### src/rtl/delay_pkg.sv
// Shared types and constants for the key debounce back-end.
package delay_pkg;

    localparam int unsigned FILT_W = 19;
    localparam int unsigned HOLD_W = 26;

    localparam logic [FILT_W-1:0] T10MS_DEF = 19'd499_999;
    localparam logic [HOLD_W-1:0] TLONG_DEF = 26'd49_999_999;

    typedef enum logic [1:0] {
        IDLE       = 2'd0,
        PRESS_FILT = 2'd1,
        HELD       = 2'd2,
        REL_FILT   = 2'd3
    } state_e;

    // Key counts as held once a press is confirmed and until a release is confirmed.
    function automatic logic is_held(input state_e s);
        return (s == HELD) || (s == REL_FILT);
    endfunction

endpackage

### src/rtl/timer_module.sv
// Saturating up-counter with clear priority; done flags counter == term.
module timer_module #(
    parameter int unsigned W = 19
) (
    input  logic         clk,
    input  logic         rst_n,
    input  logic         clr,
    input  logic         en,
    input  logic [W-1:0] term,
    output logic         done
);

    logic [W-1:0] cnt_q;
    logic [W-1:0] cnt_d;

    always_comb begin
        cnt_d = cnt_q;
        if (clr) begin
            cnt_d = '0;
        end else if (en && (cnt_q != term)) begin
            cnt_d = cnt_q + W'(1);
        end
    end

    always_ff @(posedge clk or negedge rst_n) begin
        if (!rst_n) begin
            cnt_q <= '0;
        end else begin
            cnt_q <= cnt_d;
        end
    end

    assign done = (cnt_q == term);

endmodule

### src/rtl/delay_module_2.sv
// Key debounce back-end: confirms press/release edges after a quiet window.
// Optional long-press detector enabled by defining DELAY_LONG_PRESS_EN.
module delay_module_2
    import delay_pkg::*;
#(
    parameter logic [FILT_W-1:0] T10MS = T10MS_DEF,
    parameter logic [HOLD_W-1:0] TLONG = TLONG_DEF
) (
    input  logic CLK,
    input  logic RST_n,
    input  logic H2L_Sig,
    input  logic L2H_Sig,
    output logic Pin_Out,
    output logic Press_Pulse,
    output logic Release_Pulse,
    output logic Long_Pulse
);

    state_e state_q, state_d;
    logic   pin_out_q, pin_out_d;
    logic   press_q, press_d;
    logic   release_q, release_d;
    logic   h2l_c, l2h_c;
    logic   filt_clr_c, filt_en_c, filt_done_c;

    // Coincident edges cancel each other out.
    assign h2l_c = H2L_Sig & ~L2H_Sig;
    assign l2h_c = L2H_Sig & ~H2L_Sig;

    always_comb begin
        state_d    = state_q;
        filt_clr_c = 1'b0;
        case (state_q)
            IDLE: begin
                if (h2l_c) begin
                    state_d    = PRESS_FILT;
                    filt_clr_c = 1'b1;
                end
            end
            PRESS_FILT: begin
                if (l2h_c) begin
                    state_d = IDLE;
                end else if (h2l_c) begin
                    filt_clr_c = 1'b1;
                end else if (filt_done_c) begin
                    state_d = HELD;
                end
            end
            HELD: begin
                if (l2h_c) begin
                    state_d    = REL_FILT;
                    filt_clr_c = 1'b1;
                end
            end
            REL_FILT: begin
                if (h2l_c) begin
                    state_d = HELD;
                end else if (l2h_c) begin
                    filt_clr_c = 1'b1;
                end else if (filt_done_c) begin
                    state_d = IDLE;
                end
            end
            default: state_d = IDLE;
        endcase
        // Filter counter rests at zero whenever no window is open.
        if ((state_d == IDLE) || (state_d == HELD)) begin
            filt_clr_c = 1'b1;
        end
        pin_out_d = is_held(state_d);
        press_d   = (state_q == PRESS_FILT) && (state_d == HELD);
        release_d = (state_q == REL_FILT) && (state_d == IDLE);
    end

    assign filt_en_c = (state_q == PRESS_FILT) || (state_q == REL_FILT);

    timer_module #(.W(FILT_W)) u_filt_timer (
        .clk   (CLK),
        .rst_n (RST_n),
        .clr   (filt_clr_c),
        .en    (filt_en_c),
        .term  (T10MS),
        .done  (filt_done_c)
    );

    always_ff @(posedge CLK or negedge RST_n) begin
        if (!RST_n) begin
            state_q   <= IDLE;
            pin_out_q <= 1'b0;
            press_q   <= 1'b0;
            release_q <= 1'b0;
        end else begin
            state_q   <= state_d;
            pin_out_q <= pin_out_d;
            press_q   <= press_d;
            release_q <= release_d;
        end
    end

    assign Pin_Out       = pin_out_q;
    assign Press_Pulse   = press_q;
    assign Release_Pulse = release_q;

`ifdef DELAY_LONG_PRESS_EN
    logic hold_clr_c, hold_en_c, hold_done_c;
    logic hold_done_q;
    logic long_q, long_d;

    // Hold timer restarts only on a fresh confirmed press, not on a release bounce.
    assign hold_clr_c = (state_q == PRESS_FILT) && (state_d == HELD);
    assign hold_en_c  = is_held(state_q);
    assign long_d     = hold_done_c & ~hold_done_q;

    timer_module #(.W(HOLD_W)) u_hold_timer (
        .clk   (CLK),
        .rst_n (RST_n),
        .clr   (hold_clr_c),
        .en    (hold_en_c),
        .term  (TLONG),
        .done  (hold_done_c)
    );

    always_ff @(posedge CLK or negedge RST_n) begin
        if (!RST_n) begin
            hold_done_q <= 1'b0;
            long_q      <= 1'b0;
        end else begin
            hold_done_q <= hold_done_c;
            long_q      <= long_d;
        end
    end

    assign Long_Pulse = long_q;
`else
    logic unused_tlong;
    assign unused_tlong = ^TLONG;
    assign Long_Pulse   = 1'b0;
`endif

endmodule

### config.mk
export PLATFORM = sky130hd
export DESIGN_NAME = delay_module_2
export DESIGN_NICKNAME = d
export VERILOG_FILES = /design/src/rtl/delay_pkg.sv /design/src/rtl/timer_module.sv /design/src/rtl/delay_module_2.sv
export SDC_FILE = /design/constraint.sdc
export NUM_CORES = 1
export LEC_CHECK = 0
export CAP_MARGIN = 30
export CORE_MARGIN = 1.5
export CORE_UTILIZATION = 40
export CTS_CLUSTER_DIAMETER = 150
export DETAILED_ROUTE_END_ITERATION = 12
export GPL_ROUTABILITY_DRIVEN = 1
export MAX_ROUTING_LAYER = met4
export PLACE_DENSITY = 0.53
export REMOVE_ABC_BUFFERS = 1
export SYNTH_ARGS = -nofsm -noshare
export SYNTH_HDL_FRONTEND = slang
export SYNTH_SLANG_ARGS = --single-unit
export TNS_END_PERCENT = 20
### constraint.sdc
create_clock -name CLK -period 4.8 [get_ports CLK]
set_input_delay 0.72 -clock CLK [delete_from_list [all_inputs] [get_ports CLK]]
set_output_delay 0.72 -clock CLK [all_outputs]
set_load 0.05 [all_outputs]
==> impl_metrics.csv, run 1 <==
group,metric,value,unit
timing,slew_headroom,0.5837,
grt,grt_overflow,0,
detailed_routing,drtPass1Iterations,4,
detailed_routing,vias_per_cell,5.341,
final_layout,drive_gt1_frac,0.1111,
timing,finalCriticalPeriod,2177,ps
setup_path,startpoint_type,"flip-flop",
floorplan,die_y,60.04,um
yosys,synth_cell_types,33,
grt,grt_max_degree,16,
pwr,irDropWorstVdd,0.08829,mV
placed_design,place_ws,2488,ps
yosys,synth_top_area_frac,0.4615,
timing,fin_crit_sh,0.4535,
detailed_routing,routedWlPerCell,13.78,um
placed_design,place.port_buffers,6,
timing,fmax,459.4,MHz
timing,fin_tns_setup,0,ps
timing,hold_viol,0,
cts,cts_resized,0,
cts,numCtsBuffers,3,
final_layout,final_util,0.4667,
final_layout,mostFrequentLayoutCell,"dfrtp_1",
timing,finClkSkew,4.602,ps
setup_path,worst-setup-path-type,"flip-flop to output pin",
floorplan,rows,20,
final_layout,layout_common_cells,"dfrtp_1, nor2_1, xnor2_1",
floorplan,start_util,0.4228,
grt,grt_pass1_wl,4.340,mm
cts,cts_tree,"yes",
yosys,syn_avg_cell_area,10.09,um2
cts,clock_latency,310,ps
timing,rsz0062_at_grt,"false",
final_layout,n_antenna_cell,0,
yosys,synth_ff_type,"dfrtp_1",
final_layout,area_delta_synth_final,10.38,%
final_layout,stdcell_area,1436,um2
yosys,ys_seq_area_frac,0.4615,
yosys,synth_area_leader_cell,"dfrtp_1",
timing,setup_violations,0,
timing,maxSlewViolCount,0,
detailed_routing,antenna_left,0,
final_layout,fill_cells,289,
cts,clockBufferDepth,2,
placed_design,hpwl,1.878,mm
pwr,powerDensity,262.0,nW/um2
detailed_routing,vias,956,
status,status,"completed",
worst_hold_path,hp-class,"flip-flop to flip-flop",
setup_path,crit_chain,"clkdlybuf4s50_1",
final_layout,multiInputGateArea,634.4,um2
pwr,p_leak,0.5296,nW
final_layout,regArea,600.6,um2
floorplan,core,3078,um2
setup_path,worstPathMaxFanout,1,
detailed_routing,drt_iter0_drc,28,
setup_path,cp.required,4080,ps
detailed_routing,drc_errors,0,
cts,cts_root_buffer,"clkbuf_4",
setup_path,worstPathArrival,1460,ps
yosys,synth_edf_count,0,
yosys,syn_inst,129,
yosys,ys_async_sr_fraction,1.000,
yosys,netlist_area,1301,um2
timing,worst_pin_slew,624.1,ps
placed_design,globalplace.congestion,0.7338,
yosys,synth_seq_cells,24,
yosys,ys_warn_count,0,
floorplan,die-width,60.04,um
setup_path,worst-path-buf-inv,1,
setup_path,critPathCaptureType,"output pin",
cts,clk_transition_reported_paths,140,ps
setup_path,crit_family,"buffers and inverters",
cts,ctsHoldBuffers,0,
detailed_routing,routed_wirelength,2.467,mm
setup_path,max_stage_delay,790,ps
yosys,synth.top_cells.by_area,"dfrtp_1, xnor2_1, nor2_1, nand3_1, nor4_2",
cts,clock-sinks,24,
timing,setup_ws,2623,ps
cts,cts-htree-levels,1,
setup_path,slowest_stage,"clkdlybuf4s50_1",
grt,antenna_found_initial,0,
floorplan,pin_count,8,
floorplan,dieArea,3604,um2
final_layout,fin_nets,141,
grt,grtUsageTotal,0.1674,
placed_design,placement.cell_area,1384,um2
grt,grt_pass1_vias,891,
cts,cts_setup_buffers,0,
job,cap_violations,0,
==> per-layer routing <==
metal / share of wire / up-vias / global-route usage
met1: 0.49 / 475 / 0.2313
li1: - / 472 / -
met2: 0.48 / 7 / 0.2500
met4: 0.0085 / 0 / 0.05714
met3: 0.018 / 2 / 0.02597
met5: 0 / - / -
==> cell usage after synthesis (all sizes together) (2+ instances only) <==
library cell,n
dfrtp,24
nor2,20
xnor2,13
nand3,10
nor4,8
nand2,7
nand4,6
inv,5
a21oi,4
nor3,4
buf,3
xor2,3
and3,2
and4bb,2
clkbuf,2
nor4b,2
o211ai,2
o31ai,2
or4,2
==> logic make-up after synthesis <==
logic type,share of synthesized area
AO/OA/AOI/OAI,0.06538
XOR/XNOR,0.1077
adder cells (fa/ha/maj),0.009614
buffers and inverters,0.05096
flip-flops,0.4615
multiplexers,0.007693
other,0.002882
AND/OR/NAND/NOR,0.2942
==> cell type report <==
type                       count  area share
inverter                       5     0.01307
clock buffer                   3     0.01568
tap                           44     0.03833
clock inverter                 1     0.02091
sequential                    24      0.4181
multi-input combinational     95      0.4416
timing repair buffer           7     0.05226
==> power breakdown <==
group	switching, mW	internal [mW]	total (mW)
registers	0.00317	0.205	0.208
logic	0.0147	0.00734	0.0221
clock network	0.0622	0.0844	0.147
total	0.0801	0.296	0.376
==> sequential cells by signal, indices dropped and copies added, names as in the netlist <==
| name | flops |
|---|---|
| state_q | 2 |
| Press_Pulse | 1 |
| Pin_Out | 1 |
| u_filt_timer.cnt_q | 19 |
| Release_Pulse | 1 |
==> metrics by stage <==
step | power, mW | hold WS [ps] | std cells
floorplan | 0.2223 | 424.4 | 124
global placement | 0.2323 | 482.6 | 174
detailed placement | 0.2341 | 484.7 | 175
CTS | 0.3821 | 504.0 | 179
global route | 0.3960 | 546.5 | 179
finish | 0.3763 | 503.4 | 179
==> worst reg2reg max path, delay by kind of cell, from the launching register on <==
kind	cells	cell delay, ps
adders and majority gates	1	220
and+or+nand+nor	3	700
AOI/OAI and AO/OA	1	570
DFF	1	420
==> worst paths after layout <==
kind / cells after the start / endpoint / slack (ps) / from
max in group asynchronous: 2 / u_filt_timer.cnt_q[18] / 3590 / RST_n
min in group asynchronous: 1 / u_filt_timer.cnt_q[10] / 730 / RST_n
worst max register to register: 5 / u_filt_timer.cnt_q[10] / 2770 / u_filt_timer.cnt_q[0]
worst min-delay path: 1 / u_filt_timer.cnt_q[0] / 500 / u_filt_timer.cnt_q[0]
worst min register to register: 1 / u_filt_timer.cnt_q[0] / 500 / u_filt_timer.cnt_q[0]
worst max-delay path: 1 / Pin_Out / 2620 / Pin_Out
(Power assumes the default switching activity.)
==> run 2, diff against run 1 <==
==> constraint.sdc (replaced) <==
create_clock -name CLK -period 2.1 [get_ports CLK]
set_input_delay 0.315 -clock CLK [delete_from_list [all_inputs] [get_ports CLK]]
set_output_delay 0.315 -clock CLK [all_outputs]
set_load 0.05 [all_outputs]
==> run 2 against run 1 <==
Worst hold slack got worse by 170 ps. Critical endpoint is now Release_Pulse. Sequential share of layout area is 0.65 points lower. Largest power group unchanged. Critical path depth is the same. Clock power rose by 130%. Register-to-register slack lost 2400 ps. Sequential power rose by 130%. Clock skew fell by 2.7 ps. Largest cell class unchanged. Worst setup slack worse by 2300 ps. Die area unchanged. Combinational power increased to 2.6 times the previous value. Final cell count up 2.2%.
==> impl_metrics.csv, run 2 (same netlist as run 1, synthesis figures left out) <==
group,metric,value,unit
cts,cts_root_buffer,"clkbuf_4",
final_layout,fill_cells,318,
setup_path,r2r_slack,370,ps
final_layout,drive_gt1_frac,0.1367,
detailed_routing,drt_iter0_drc,38,
pwr,irDropWorstVdd,0.4581,mV
setup_path,endpoint,"Release_Pulse",
pwr,powerDensity,592.2,nW/um2
timing,fin_crit_sh,0.8436,
final_layout,fin_nets,145,
grt,grt_max_degree,25,
cts,cts_setup_buffers,0,
cts,cts-htree-levels,1,
setup_path,path_depth,1,
placed_design,place.port_buffers,6,
timing,maxSlewViolCount,0,
setup_path,crit_family,"buffers and inverters",
setup_path,rr_endpoint,"u_filt_timer.cnt_q[14]",
timing,slew_headroom,0.6665,
setup_path,startpoint_type,"flip-flop",
setup_path,critPathCaptureType,"output pin",
floorplan,rows,20,
pwr,p_leak,0.5446,nW
setup_path,worst-path-buf-inv,1,
setup_path,crit_path_start,"Release_Pulse",
timing,finClkSkew,1.948,ps
setup_path,max_stage_delay,800,ps
worst_hold_path,hp-class,"primary input to asynchronous set/reset pin",
pwr,p_total,0.8640,mW
final_layout,n_antenna_cell,0,
final_layout,area_delta_synth_final,12.12,%
detailed_routing,drtPass1Iterations,4,
status,status,"completed",
placed_design,globalplace.congestion,0.8212,
timing,setup_violations,0,
setup_path,crit_chain,"clkdlybuf4s50_1",
floorplan,dieArea,3604,um2
grt,grt_overflow,0,
timing,worst_pin_slew,498.7,ps
placed_design,hpwl,1.829,mm
floorplan,die-width,60.04,um
setup_path,cp.required,1780,ps
grt,antenna_found_initial,0,
floorplan,core,3078,um2
cts,clock-sinks,24,
job,cap_violations,0,
setup_path,worstPathMaxFanout,1,
cts,clk_transition_reported_paths,130,ps
detailed_routing,drc_errors,0,
timing,hold_viol,0,
detailed_routing,routedWlPerCell,13.25,um
final_layout,largest_register_ffs,19,
detailed_routing,vias,967,
detailed_routing,vias_per_cell,5.284,
setup_path,worst-setup-path-type,"flip-flop to output pin",
detailed_routing,antenna_left,0,
timing,fmax,564.5,MHz
timing,fin_tns_setup,0,ps
cts,clockBufferDepth,2,
grt,grtUsageTotal,0.1696,
final_layout,top_regs,"u_filt_timer.cnt_q (19), state_q (2)",
cts,cts_tree,"yes",
timing,rsz0062_at_grt,"false",
cts,clock_latency,310,ps
cts,cts_resized,0,
final_layout,fin_cells,183,
grt,grt_pass1_wl,4.319,mm
detailed_routing,routed_wirelength,2.425,mm
final_layout,mostFrequentLayoutCell,"dfrtp_1",
final_layout,layout_common_cells,"dfrtp_1, nor2_1, xnor2_1",
final_layout,top_register,"u_filt_timer.cnt_q",
grt,grt_pass1_vias,909,
placed_design,dp_cells,179,
floorplan,start_util,0.4228,
floorplan,die_y,60.04,um
setup_path,worstPathArrival,1460,ps
floorplan,pin_count,8,
setup_path,reg2regPathDepth,5,
cts,numCtsBuffers,3,
timing,finalCriticalPeriod,1772,ps
setup_path,slowest_stage,"clkdlybuf4s50_1",
setup_path,r2r-start,"u_filt_timer.cnt_q[0]",
final_layout,final_util,0.4740,
cts,ctsHoldBuffers,0,
==> run 2: report_power, final <==
part / switching [mW] / total (mW) / internal [mW]
registers: 0.00711 / 0.474 / 0.467
logic: 0.0350 / 0.0575 / 0.0224
clock network: 0.139 / 0.332 / 0.193
==> run 2: per-layer routing <==
layer / wire length (um) / GRT usage
met2: 1164 / 0.2593
met3: 70 / 0.04545
met4: 18 / 0.03810
met1: 1171 / 0.2257
met5: 0 / -
==> run 2: area by class of cell <==
cell class                 instances  area, um2  share of cell area
inverter                           5      18.77             0.01286
sequential                        24      600.6              0.4117
multi-input combinational         95      634.4              0.4348
clock buffer                       3      22.52             0.01544
timing repair buffer              11      97.59             0.06690
tap                               44      55.05             0.03774
clock inverter                     1      30.03             0.02058
==> run 2: through the flow <==
stage	hold slack, ps	setup slack, ps	area (um2)
finish	337.4	328.5	1459
global route	350.8	225.5	1459
CTS	344.5	299.1	1459
detailed placement	475.2	405.6	1406
global placement	464.0	440.7	1406
floorplan	19.41	471.7	1254
==> run 2: worst min path at each step <==
stage / endpoint / start / cells past startpoint
after CTS: Release_Pulse / RST_n / 2
after global placement: u_filt_timer.cnt_q[0] / u_filt_timer.cnt_q[0] / 1
after global routing: Press_Pulse / RST_n / 2
after detailed placement: u_filt_timer.cnt_q[0] / u_filt_timer.cnt_q[0] / 1
after floorplan: Pin_Out / RST_n / 0
final: u_filt_timer.cnt_q[15] / RST_n / 2
==> run 3, diff against run 2 <==
--- a/config.mk
+++ b/config.mk
@@ -12,7 +12,7 @@
 export DETAILED_ROUTE_END_ITERATION = 12
 export GPL_ROUTABILITY_DRIVEN = 1
 export MAX_ROUTING_LAYER = met4
-export PLACE_DENSITY = 0.53
+export PLACE_DENSITY = 0.56
 export REMOVE_ABC_BUFFERS = 1
 export SYNTH_ARGS = -nofsm -noshare
 export SYNTH_HDL_FRONTEND = slang
==> constraint.sdc (replaced) <==
create_clock -name CLK -period 1.5 [get_ports CLK]
set_input_delay 0.225 -clock CLK [delete_from_list [all_inputs] [get_ports CLK]]
set_output_delay 0.225 -clock CLK [all_outputs]
set_load 0.05 [all_outputs]
==> run 3 against run 2 <==
Combinational power grew 98%. Largest cell class unchanged. First-iteration DRC count decreased by 34%. Critical path type is now flip-flop to flip-flop. Sequential power is 40% higher. Largest power group unchanged. Highest routed layer unchanged.
==> impl_metrics.csv, run 3 (same netlist as run 1, synthesis figures left out) <==
group,metric,value,unit
detailed_routing,drtPass1Iterations,4,
timing,hold_viol,0,
final_layout,layout_common_cells,"buf_4, dfrtp_1, nor2_1",
timing,rsz0062_at_grt,"true",
pwr,swShare,0.2133,
detailed_routing,drc_errors,0,
pwr,clock_power_share,0.375,
detailed_routing,vias,1065,
grt,grt_pass1_wl,4.767,mm
final_layout,fill_cells,284,
floorplan,rows,20,
final_layout,fin_nets,167,
pwr,p_leak,0.6935,nW
cts,cts-htree-levels,1,
final_layout,drive_gt1_frac,0.3727,
grt,grtUsageTotal,0.1825,
placed_design,placement.cell_area,1549,um2
cts,clock-sinks,24,
floorplan,die_y,60.04,um
grt,antenna_found_initial,0,
setup_path,max_stage_delay,530,ps
final_layout,n_antenna_cell,0,
placed_design,hpwl,1.972,mm
status,status,"completed",
floorplan,die-width,60.04,um
pwr,p_total,1.243,mW
cts,numCtsBuffers,3,
setup_path,cp.required,1750,ps
setup_path,critPathCaptureType,"flip-flop",
grt,grt_pass1_vias,1101,
setup_path,worst-setup-path-type,"flip-flop to flip-flop",
floorplan,start_util,0.4228,
setup_path,slowest_stage,"or4_1",
placed_design,globalplace.congestion,0.7730,
job,cap_violations,0,
detailed_routing,vias_per_cell,5.195,
final_layout,mostFrequentLayoutCell,"buf_4",
detailed_routing,antenna_left,0,
timing,fmax,668.3,MHz
grt,grt_max_degree,25,
pwr,p_sw,0.2651,mW
timing,finalCriticalPeriod,1496,ps
final_layout,top_regs,"u_filt_timer.cnt_q (19), state_q (2)",
pwr,powerDensity,722.1,nW/um2
final_layout,fin_cells,205,
timing,maxSlewViolCount,0,
pwr,p_comb_frac,0.092,
cts,cts_root_buffer,"clkbuf_4",
timing,fin_tns_setup,0,ps
setup_path,worstPathArrival,1740,ps
cts,clock_latency,310,ps
floorplan,core,3078,um2
pwr,p_int,0.9781,mW
final_layout,largest_register_ffs,19,
final_layout,area_delta_synth_final,32.31,%
setup_path,worstPathMaxFanout,4,
floorplan,pin_count,8,
placed_design,dp_cells,199,
floorplan,dieArea,3604,um2
setup_path,crit_chain,"buf_6 -> nand4_1 -> or4_1 -> a21oi_1",
cts,cts_tree,"yes",
detailed_routing,routed_wirelength,2.678,mm
detailed_routing,routedWlPerCell,13.06,um
final_layout,regArea,605.6,um2
final_layout,stdcell_area,1722,um2
cts,clockBufferDepth,2,
pwr,irDropWorstVdd,0.4827,mV
final_layout,multiInputGateArea,723.2,um2
timing,fin_crit_sh,0.9975,
final_layout,top_register,"u_filt_timer.cnt_q",
timing,setup_violations,0,
detailed_routing,drt_iter0_drc,25,
setup_path,startpoint_type,"flip-flop",
timing,finClkSkew,5.989,ps
placed_design,place.port_buffers,6,
cts,clk_transition_reported_paths,140,ps
grt,grt_overflow,0,
worst_hold_path,hp-class,"primary input to asynchronous set/reset pin",
pwr,p_seq_frac,0.533,
-- run 3: power by group through the flow --
stage | sequential, mW | combinational [mW] | clock, mW
floorplan | 0.675 | 0.0367 | 0
global placement | 0.673 | 0.108 | 0
detailed placement | 0.674 | 0.110 | 0
CTS | 0.661 | 0.111 | 0.485
global route | 0.664 | 0.131 | 0.505
finish | 0.663 | 0.114 | 0.466
-- run 3: path summary, 6_finish.rpt --
path | start | end | slack, ps | cells past startpoint
worst max-delay path | u_filt_timer.cnt_q[12] | u_filt_timer.cnt_q[16] | 4 | 4
worst min register to register | state_q[1] | Press_Pulse | 530 | 1
min in group CLK | state_q[1] | Press_Pulse | 530 | 1
worst max register to register | u_filt_timer.cnt_q[12] | u_filt_timer.cnt_q[16] | 4 | 4
max in group asynchronous | RST_n | u_filt_timer.cnt_q[9] | 990 | 2
worst min-delay path | RST_n | Pin_Out | 250 | 2
-- run 3: through the flow --
stage | hold slack [ps] | utilization | worst slack [ps]
2_1_floorplan | -70.59 | - | -128.3
3_3_place_gp | 492.9 | 0.5033 | -32.35
3_5_place_dp | 499.2 | 0.5033 | -88.10
4_1_cts | 253.0 | 0.5337 | -40.95
5_1_grt | 267.4 | 0.5594 | -80.35
6_report | 252.0 | 0.5594 | 3.703
-- run 3: final cells by class --
type | instances | share of cell area
Clock inverter | 1 | 0.01744
Sequential cell | 24 | 0.3517
Inverter | 5 | 0.01090
Timing Repair Buffer | 33 | 0.1548
Multi-Input combinational cell | 95 | 0.4201
Tap cell | 44 | 0.03198
Clock buffer | 3 | 0.01308
-- run 3: metal layers --
metal  routed length (um)  global-route usage  part of all wire  vias up
met5                    0                   -                 0        -
met4                   20             0.06667            0.0075        0
met3                   52             0.01948             0.019        2
met2                 1374              0.2904              0.51        7
met1                 1231              0.2407              0.46      535
li1                     -                   -                 -      521
-- run 3: critical path, delay by kind of cell, from the launching register on --
family          cells  cell delay (ps)
flops               1              420
compound gates      1              130
simple gates        2              750
buf+inv             1              130
-- run 3: timing repair --
action                                  CTS  global route
pin swaps                                 7             5
setup buffers                             0             2
hold buffers                              0             0
gates cloned                              0             0
resized for setup                         8            16
endpoints found under the hold margin     0             0
endpoints found under the setup margin   18            19
